[src/rtl/dcm_multi_if.sv]
// Config handshake and divided-clock outputs of the multi-channel divider.
interface dcm_multi_if #(
    parameter int NUM_CH = 2
);
    logic                  cfg_valid;
    logic                  cfg_ready;
    logic [2:0]            cfg_ch;
    logic [2:0]            cfg_sel;
    logic                  cfg_en;
    logic                  cfg_err;
    logic [NUM_CH-1:0]     clk_out;
    logic [3*NUM_CH-1:0]   sel_out;
    logic [NUM_CH-1:0]     pending;

    modport master (
        output cfg_valid, cfg_ch, cfg_sel, cfg_en,
        input  cfg_ready, cfg_err, clk_out, sel_out, pending
    );

    modport slave (
        input  cfg_valid, cfg_ch, cfg_sel, cfg_en,
        output cfg_ready, cfg_err, clk_out, sel_out, pending
    );
endinterface

[src/rtl/dcm_multi.sv]
// Multi-channel programmable clock divider with glitch-free, boundary-aligned
// rate/enable updates delivered through a valid/ready config port.

// One divider channel: counter, output toggle and a single-entry shadow
// register that is applied at the falling edge of the output (or at once
// when the channel is stopped).
module dcm_multi_ch #(
    parameter int BASE_COUNT = 5_000_000,
    parameter int CNT_W      = 30,
    parameter int RESET_EN   = 1
) (
    input  logic       clock,
    input  logic       reset,
    input  logic       wr,
    input  logic [2:0] wr_sel,
    input  logic       wr_en,
    output logic       clk_out,
    output logic [2:0] sel_out,
    output logic       pending
);
    localparam logic [CNT_W-1:0] BASE = CNT_W'(BASE_COUNT);

    // Half-period for a rate select; multiplier table 1,2,4,10,16,32,64,128.
    function automatic logic [CNT_W-1:0] half_of(input logic [2:0] sel);
        case (sel)
            3'd0:    return BASE;
            3'd1:    return BASE << 1;
            3'd2:    return BASE << 2;
            3'd3:    return BASE * CNT_W'(10);
            3'd4:    return BASE << 4;
            3'd5:    return BASE << 5;
            3'd6:    return BASE << 6;
            default: return BASE << 7;
        endcase
    endfunction

    logic [CNT_W-1:0] cnt_q, cnt_d;
    logic             clk_q, clk_d;
    logic [2:0]       sel_q, sel_d;
    logic             en_q, en_d;
    logic             pend_q, pend_d;
    logic [2:0]       sh_sel_q, sh_sel_d;
    logic             sh_en_q, sh_en_d;

    logic [CNT_W-1:0] half_m1;
    logic             at_top;
    logic             boundary;

    // Half-period always comes from the active select, so a shadowed rate
    // change cannot make the running count overshoot.
    assign half_m1  = half_of(sel_q) - CNT_W'(1);
    assign at_top   = (cnt_q == half_m1);
    assign boundary = en_q & at_top & clk_q;

    // Next-state: count/toggle, then shadow apply, then capture of a new write.
    always_comb begin
        cnt_d    = cnt_q;
        clk_d    = clk_q;
        sel_d    = sel_q;
        en_d     = en_q;
        pend_d   = pend_q;
        sh_sel_d = sh_sel_q;
        sh_en_d  = sh_en_q;

        if (en_q) begin
            if (at_top) begin
                cnt_d = '0;
                clk_d = ~clk_q;
            end else begin
                cnt_d = cnt_q + CNT_W'(1);
            end
        end else begin
            cnt_d = '0;
            clk_d = 1'b0;
        end

        // Only an update that was already pending before this cycle applies;
        // a write landing on the boundary waits for the next one.
        if (pend_q && (boundary || !en_q)) begin
            sel_d  = sh_sel_q;
            en_d   = sh_en_q;
            cnt_d  = '0;
            clk_d  = 1'b0;
            pend_d = 1'b0;
        end

        if (wr) begin
            sh_sel_d = wr_sel;
            sh_en_d  = wr_en;
            pend_d   = 1'b1;
        end
    end

    // Channel state registers; reset discards any pending update.
    always_ff @(posedge clock or posedge reset) begin
        if (reset) begin
            cnt_q    <= '0;
            clk_q    <= 1'b0;
            sel_q    <= 3'd0;
            en_q     <= 1'(RESET_EN);
            pend_q   <= 1'b0;
            sh_sel_q <= 3'd0;
            sh_en_q  <= 1'b0;
        end else begin
            cnt_q    <= cnt_d;
            clk_q    <= clk_d;
            sel_q    <= sel_d;
            en_q     <= en_d;
            pend_q   <= pend_d;
            sh_sel_q <= sh_sel_d;
            sh_en_q  <= sh_en_d;
        end
    end

    assign clk_out = clk_q;
    assign sel_out = sel_q;
    assign pending = pend_q;
endmodule

// Top: config decode, error pulse and the channel array.
module dcm_multi #(
    parameter int NUM_CH     = 2,
    parameter int BASE_COUNT = 5_000_000,
    parameter int CNT_W      = 30,
    parameter int RESET_EN   = 1
) (
    input  logic         clock,
    input  logic         reset,
    dcm_multi_if.slave   bus
);
    logic [7:0]          ch_ok;
    logic [7:0]          pend_pad;
    logic                accept;
    logic                err_q, err_d;
    logic [NUM_CH-1:0]   clk_vec;
    logic [NUM_CH-1:0]   pend_vec;
    logic [3*NUM_CH-1:0] sel_vec;

    // Channel indices beyond NUM_CH are always ready so a bad write drains.
    assign ch_ok         = 8'((1 << NUM_CH) - 1);
    assign pend_pad      = 8'(pend_vec);
    assign bus.cfg_ready = ~ch_ok[bus.cfg_ch] | ~pend_pad[bus.cfg_ch];
    assign accept        = bus.cfg_valid & bus.cfg_ready;

    // Error pulse for an accepted write to a nonexistent channel.
    always_comb begin
        err_d = accept & ~ch_ok[bus.cfg_ch];
    end

    // Error pulse register.
    always_ff @(posedge clock or posedge reset) begin
        if (reset) err_q <= 1'b0;
        else       err_q <= err_d;
    end

    for (genvar i = 0; i < NUM_CH; i++) begin : g_ch
        logic wr;
        assign wr = accept & (bus.cfg_ch == 3'(i));

        dcm_multi_ch #(
            .BASE_COUNT (BASE_COUNT),
            .CNT_W      (CNT_W),
            .RESET_EN   (RESET_EN)
        ) u_ch (
            .clock   (clock),
            .reset   (reset),
            .wr      (wr),
            .wr_sel  (bus.cfg_sel),
            .wr_en   (bus.cfg_en),
            .clk_out (clk_vec[i]),
            .sel_out (sel_vec[3*i +: 3]),
            .pending (pend_vec[i])
        );
    end

    assign bus.cfg_err = err_q;
    assign bus.clk_out = clk_vec;
    assign bus.sel_out = sel_vec;
    assign bus.pending = pend_vec;
endmodule

[src/flat_wrapper.sv]
// flat-port wrapper written by rule: the top's interface ports become plain ports
module dcm_multi_flat 
#(
    parameter int NUM_CH     = 2,
    parameter int BASE_COUNT = 5_000_000,
    parameter int CNT_W      = 30,
    parameter int RESET_EN   = 1
)
  (clock, reset, bus_cfg_valid, bus_cfg_ch, bus_cfg_sel, bus_cfg_en, bus_cfg_ready, bus_cfg_err, bus_clk_out, bus_sel_out, bus_pending);
  dcm_multi_if #(.NUM_CH(NUM_CH)) bus_i ();
  input  logic clock;
  input  logic reset;
  input wire logic [$bits(bus_i.cfg_valid)-1:0] bus_cfg_valid;
  input wire logic [$bits(bus_i.cfg_ch)-1:0] bus_cfg_ch;
  input wire logic [$bits(bus_i.cfg_sel)-1:0] bus_cfg_sel;
  input wire logic [$bits(bus_i.cfg_en)-1:0] bus_cfg_en;
  output wire logic [$bits(bus_i.cfg_ready)-1:0] bus_cfg_ready;
  output wire logic [$bits(bus_i.cfg_err)-1:0] bus_cfg_err;
  output wire logic [$bits(bus_i.clk_out)-1:0] bus_clk_out;
  output wire logic [$bits(bus_i.sel_out)-1:0] bus_sel_out;
  output wire logic [$bits(bus_i.pending)-1:0] bus_pending;
  assign bus_i.cfg_valid = bus_cfg_valid;
  assign bus_i.cfg_ch = bus_cfg_ch;
  assign bus_i.cfg_sel = bus_cfg_sel;
  assign bus_i.cfg_en = bus_cfg_en;
  assign bus_cfg_ready = bus_i.cfg_ready;
  assign bus_cfg_err = bus_i.cfg_err;
  assign bus_clk_out = bus_i.clk_out;
  assign bus_sel_out = bus_i.sel_out;
  assign bus_pending = bus_i.pending;
  dcm_multi #(.NUM_CH(NUM_CH), .BASE_COUNT(BASE_COUNT), .CNT_W(CNT_W), .RESET_EN(RESET_EN)) u_core (.clock(clock), .reset(reset), .bus(bus_i));
endmodule
[config.mk]
export PLATFORM = sky130hd
export DESIGN_NAME = dcm_multi_flat
export DESIGN_NICKNAME = d
export VERILOG_FILES = /design/src/rtl/dcm_multi_if.sv /design/src/rtl/dcm_multi.sv /design/src/flat_wrapper.sv
export SDC_FILE = /design/constraint.sdc
export NUM_CORES = 1
export LEC_CHECK = 0
export ABC_AREA = 1
export ABC_CLOCK_PERIOD_IN_PS = 5600
export BUFFER_PORTS_ARGS = -buffer_cell sky130_fd_sc_hd__buf_4
export CAP_MARGIN = 20
export CORE_UTILIZATION = 45
export DETAILED_ROUTE_END_ITERATION = 16
export PLACE_DENSITY = 0.73
export RECOVER_POWER = 50
export SETUP_SLACK_MARGIN = 0.5
export SYNTH_ARGS = -nofsm -noshare
export SYNTH_HDL_FRONTEND = slang
export SYNTH_SLANG_ARGS = --single-unit
[constraint.sdc]
create_clock -name clock -period 5.6 [get_ports clock]
set_clock_uncertainty 0.15 [all_clocks]
set_input_delay 1.12 -clock clock [delete_from_list [all_inputs] [get_ports clock]]
set_output_delay 1.12 -clock clock [all_outputs]
set_load 0.01 [all_outputs]
==> results.py <==
metrics = {
    "finish": {
        "area_growth_pct": 9.59,
        "drive_gt1_frac": 0.0798,
        "post_layout_nonfiller_instances": 1008,
        "num-nets-final": 859,
        "n_antenna_cell": 0,
        "final_area_sq_um": 6230,
    },
    "place": {
        "dp_cells": 992,
        "pre_cts_slack_ps": 2690,
        "gp_congestion": 0.955,
        "hpwl_um": 10900,
        "port_buffers": 21,
        "place_area_sq_um": 5950,
    },
    "floorplan": {
        "core_area_sq_um": 12200,
        "die_w_um": 114,
        "die-area_sq_um": 13100,
        "io_pins": 22,
        "std_cell_rows": 40,
        "start_util": 0.468,
        "die_h_um": 114,
    },
    "clocking": {
        "cts_hold_buf": 0,
        "numCtsBuffers": 9,
        "cts_tree": "done",
        "cts.clk_slew.worst_paths_ps": 70,
        "cts.htree.levels": 3,
        "cts_resized": 0,
        "clock-root-buffer": "clkbuf_16",
        "cts_sinks": 81,
        "clk-insertion-delay-late_ps": 350,
        "cts_setup_buffers": 0,
        "cts_buffer_depth": 2,
    },
    "timing": {
        "period_needed_ps": 2920,
        "rsz0062_at_grt": "no",
        "post-route-period-util": 0.522,
        "hold_viol": 0,
        "finalMaxSlewViolations": 46,
        "max_slew_margin": -0.324,
        "tightest_slew_ps": 1980,
        "worst_slack_ps": 2680,
        "fmax_mhz": 342,
        "timing.setup.tns_ps": 0,
        "setup_violations": 0,
    },
    "synthesis": {
        "synthSimpleGateAreaFrac": 0.397,
        "synth_area_leader_cell": "dfrtp_1",
        "synth_xor_area_frac": 0.0908,
        "synthMuxAreaShare": 0,
        "async_reset_ff_frac": 1.00,
        "synth.most_common_cell": "nand2_1",
        "syn_area_sq_um": 5690,
        "synth_flop_cell": "dfrtp_1",
        "synth.avg_cell_area_sq_um": 6.98,
        "ys_seq_area_frac": 0.357,
        "synth_top_family_by_area": "simple AND/OR/NAND/NOR gates",
        "synth_cell_types": 32,
        "syn-num-nets": 839,
        "synth-seq-cells": 81,
        "synthAdderAreaFrac": 0.0334,
        "yosys_warnings": 0,
        "synth_area_leaders": "dfrtp_1 (35%), nand2_1 (14%), nor2_1 (8.2%)",
        "yosysTopAreaCellShare": 0.348,
        "synthCells": 815,
        "synth-compound-area-share": 0.0330,
        "synth_edf_count": 0,
        "synth.top_cells.by_count": "nand2_1 (214), nor2_1 (124), inv_1 (100), dfrtp_1 (79), nand3_1 (65)",
    },
    "pwr": {
        "powerDensity_nw_per_um2": 392,
        "ir_drop_uv": 331,
        "p_leak_nw": 2.81,
        "p_comb_frac": 0.442,
        "p_int_mw": 1.35,
        "p_seq_frac": 0.317,
        "clockPowerShare": 0.241,
        "switching_power_mw": 1.10,
        "finalPower_mw": 2.45,
        "swShare": 0.448,
    },
    "worst_setup_path": {
        "timing.rr.start": "u_core.g_ch[1].u_ch.sel_out[1]",
        "critPathArrivalTime_ps": 1650,
        "end_kind": "primary output",
        "cp-startpoint": "bus_cfg_ch[0]",
        "start_kind": "input pin",
        "worst-setup-path-type": "input pin to primary output",
        "r2r_cells": 14,
        "required_ps": 4330,
        "crit_fanout": 4,
    },
    "global_routing": {
        "first_global_vias": 4848,
        "gr-total-overflow": 0,
        "grt_pass1_wl_um": 24100,
        "grt_max_degree": 46,
        "grt_util_all_layers": 0.235,
        "antenna_found_initial": 0,
    },
    "min_path": {
        "hold_start": "u_core.g_ch[0].u_ch.sh_sel_q[2]",
        "worstHoldPathCells": 2,
        "hold_class": "flop to flop",
    },
    "run": {
        "cap_violations": 1,
    },
    "outcome": {
        "status": "complete, but fails checks",
        "violations": "capacitance limit, slew limit",
    },
    "detailed_routing": {
        "wire_per_inst_um": 14.1,
        "totalWireLength_um": 14200,
        "vias_per_cell": 5.20,
        "vias": 5241,
        "ant_nets": 0,
        "drt-initial-drc-count": 452,
        "drtPass1Iterations": 5,
        "drc": 0,
    },
}
==> layer usage <==
metal  GRT usage  wire length, um  vias up
met5           0                0        -
met3      0.0365             1010       25
li1            -                -     2631
met2       0.350             6060      173
met4      0.0710              266        0
met1       0.351             6880     2412
==> power groups by stage <==
stage,logic [mW],clock network [mW],registers (mW)
after detailed placement,1.07,0,0.786
final,1.08,0.589,0.777
after floorplan,0.900,0,0.738
after global routing,1.24,0.620,0.790
after global placement,1.06,0,0.787
after CTS,1.08,0.600,0.775
==> cell usage in the layout, fill, tap and decap left out, types with 2 or more instances in the layout <==
cell type | Yosys | final
a21oi_1 | 11 | 11
a31oi_1 | 2 | 2
buf_4 | 6 | 17
clkbuf_1 | 1 | 4
clkbuf_16 | 0 | 9
clkinvlp_4 | 0 | 2
dfrtp_1 | 79 | 79
dfstp_2 | 2 | 2
fa_1 | 2 | 2
ha_1 | 12 | 12
inv_1 | 100 | 99
inv_2 | 3 | 3
inv_8 | 0 | 3
nand2_1 | 214 | 214
nand2_2 | 11 | 11
nand2_4 | 2 | 2
nand3_1 | 65 | 66
nand3_2 | 4 | 3
nand3b_1 | 5 | 5
nand4_1 | 30 | 30
nor2_1 | 124 | 124
nor2_2 | 6 | 6
nor3_1 | 26 | 26
nor3_2 | 2 | 2
nor3b_1 | 3 | 3
nor4_1 | 13 | 13
o21ai_0 | 23 | 23
xnor2_1 | 9 | 9
xor2_1 | 50 | 50
==> cells by family (layout without fill, tap and decap cells) <==
logic type | count (synthesis) | after routing
AND/OR/NAND/NOR | 507 | 507
buffers and inverters | 117 | 142
flip-flops | 81 | 81
XOR/XNOR | 59 | 59
AO/OA/AOI/OAI | 37 | 37
adder cells (fa/ha/maj) | 14 | 14
==> layout make-up <==
type,count,area (sq um)
repair buffers,22,150
fillers,1218,5930
clock buffers,9,225
inverters,104,394
clock inverters,7,73.8
well taps,168,210
flip-flops and latches,81,2030
multi-input cells,617,3150
==> flip-flops by register name (all words and copies together), names as in the netlist <==
register                   cells
u_core.g_ch.u_ch.sel_out       6
u_core.g_ch.u_ch.pending       2
u_core.g_ch.u_ch.sh_sel_q      6
u_core.g_ch.u_ch.en_q          2
u_core.g_ch.u_ch.sh_en_q       2
u_core.g_ch.u_ch.clk_out       2
u_core.bus.cfg_err             1
u_core.g_ch.u_ch.cnt_q        60
==> final timing paths <==
path,slack [ps],endpoint
min reg2reg,340,u_core.g_ch[0].u_ch.sh_sel_q[2]
min in group asynchronous,1140,u_core.g_ch[1].u_ch.cnt_q[20]
max reg2reg,2700,u_core.g_ch[1].u_ch.cnt_q[27]
max in group asynchronous,2930,u_core.g_ch[1].u_ch.en_q
min,340,u_core.g_ch[0].u_ch.sh_sel_q[2]
max,2680,bus_cfg_ready
==> metrics by stage <==
| stage | hold WS, ps | util |
|---|---|---|
| after floorplan | 300 | - |
| after global placement | 321 | 0.490 |
| after global routing | 363 | 0.513 |
| final | 344 | 0.513 |
| after CTS | 347 | 0.514 |
| after detailed placement | 329 | 0.490 |
==> critical path, cell delays in order <==
cell,delay [ps]
clkbuf_1,140
nand2_1,60
o21ai_0,70
nand3_1,100
buf_4,160
Note: power is estimated with default switching activity, not from simulation.
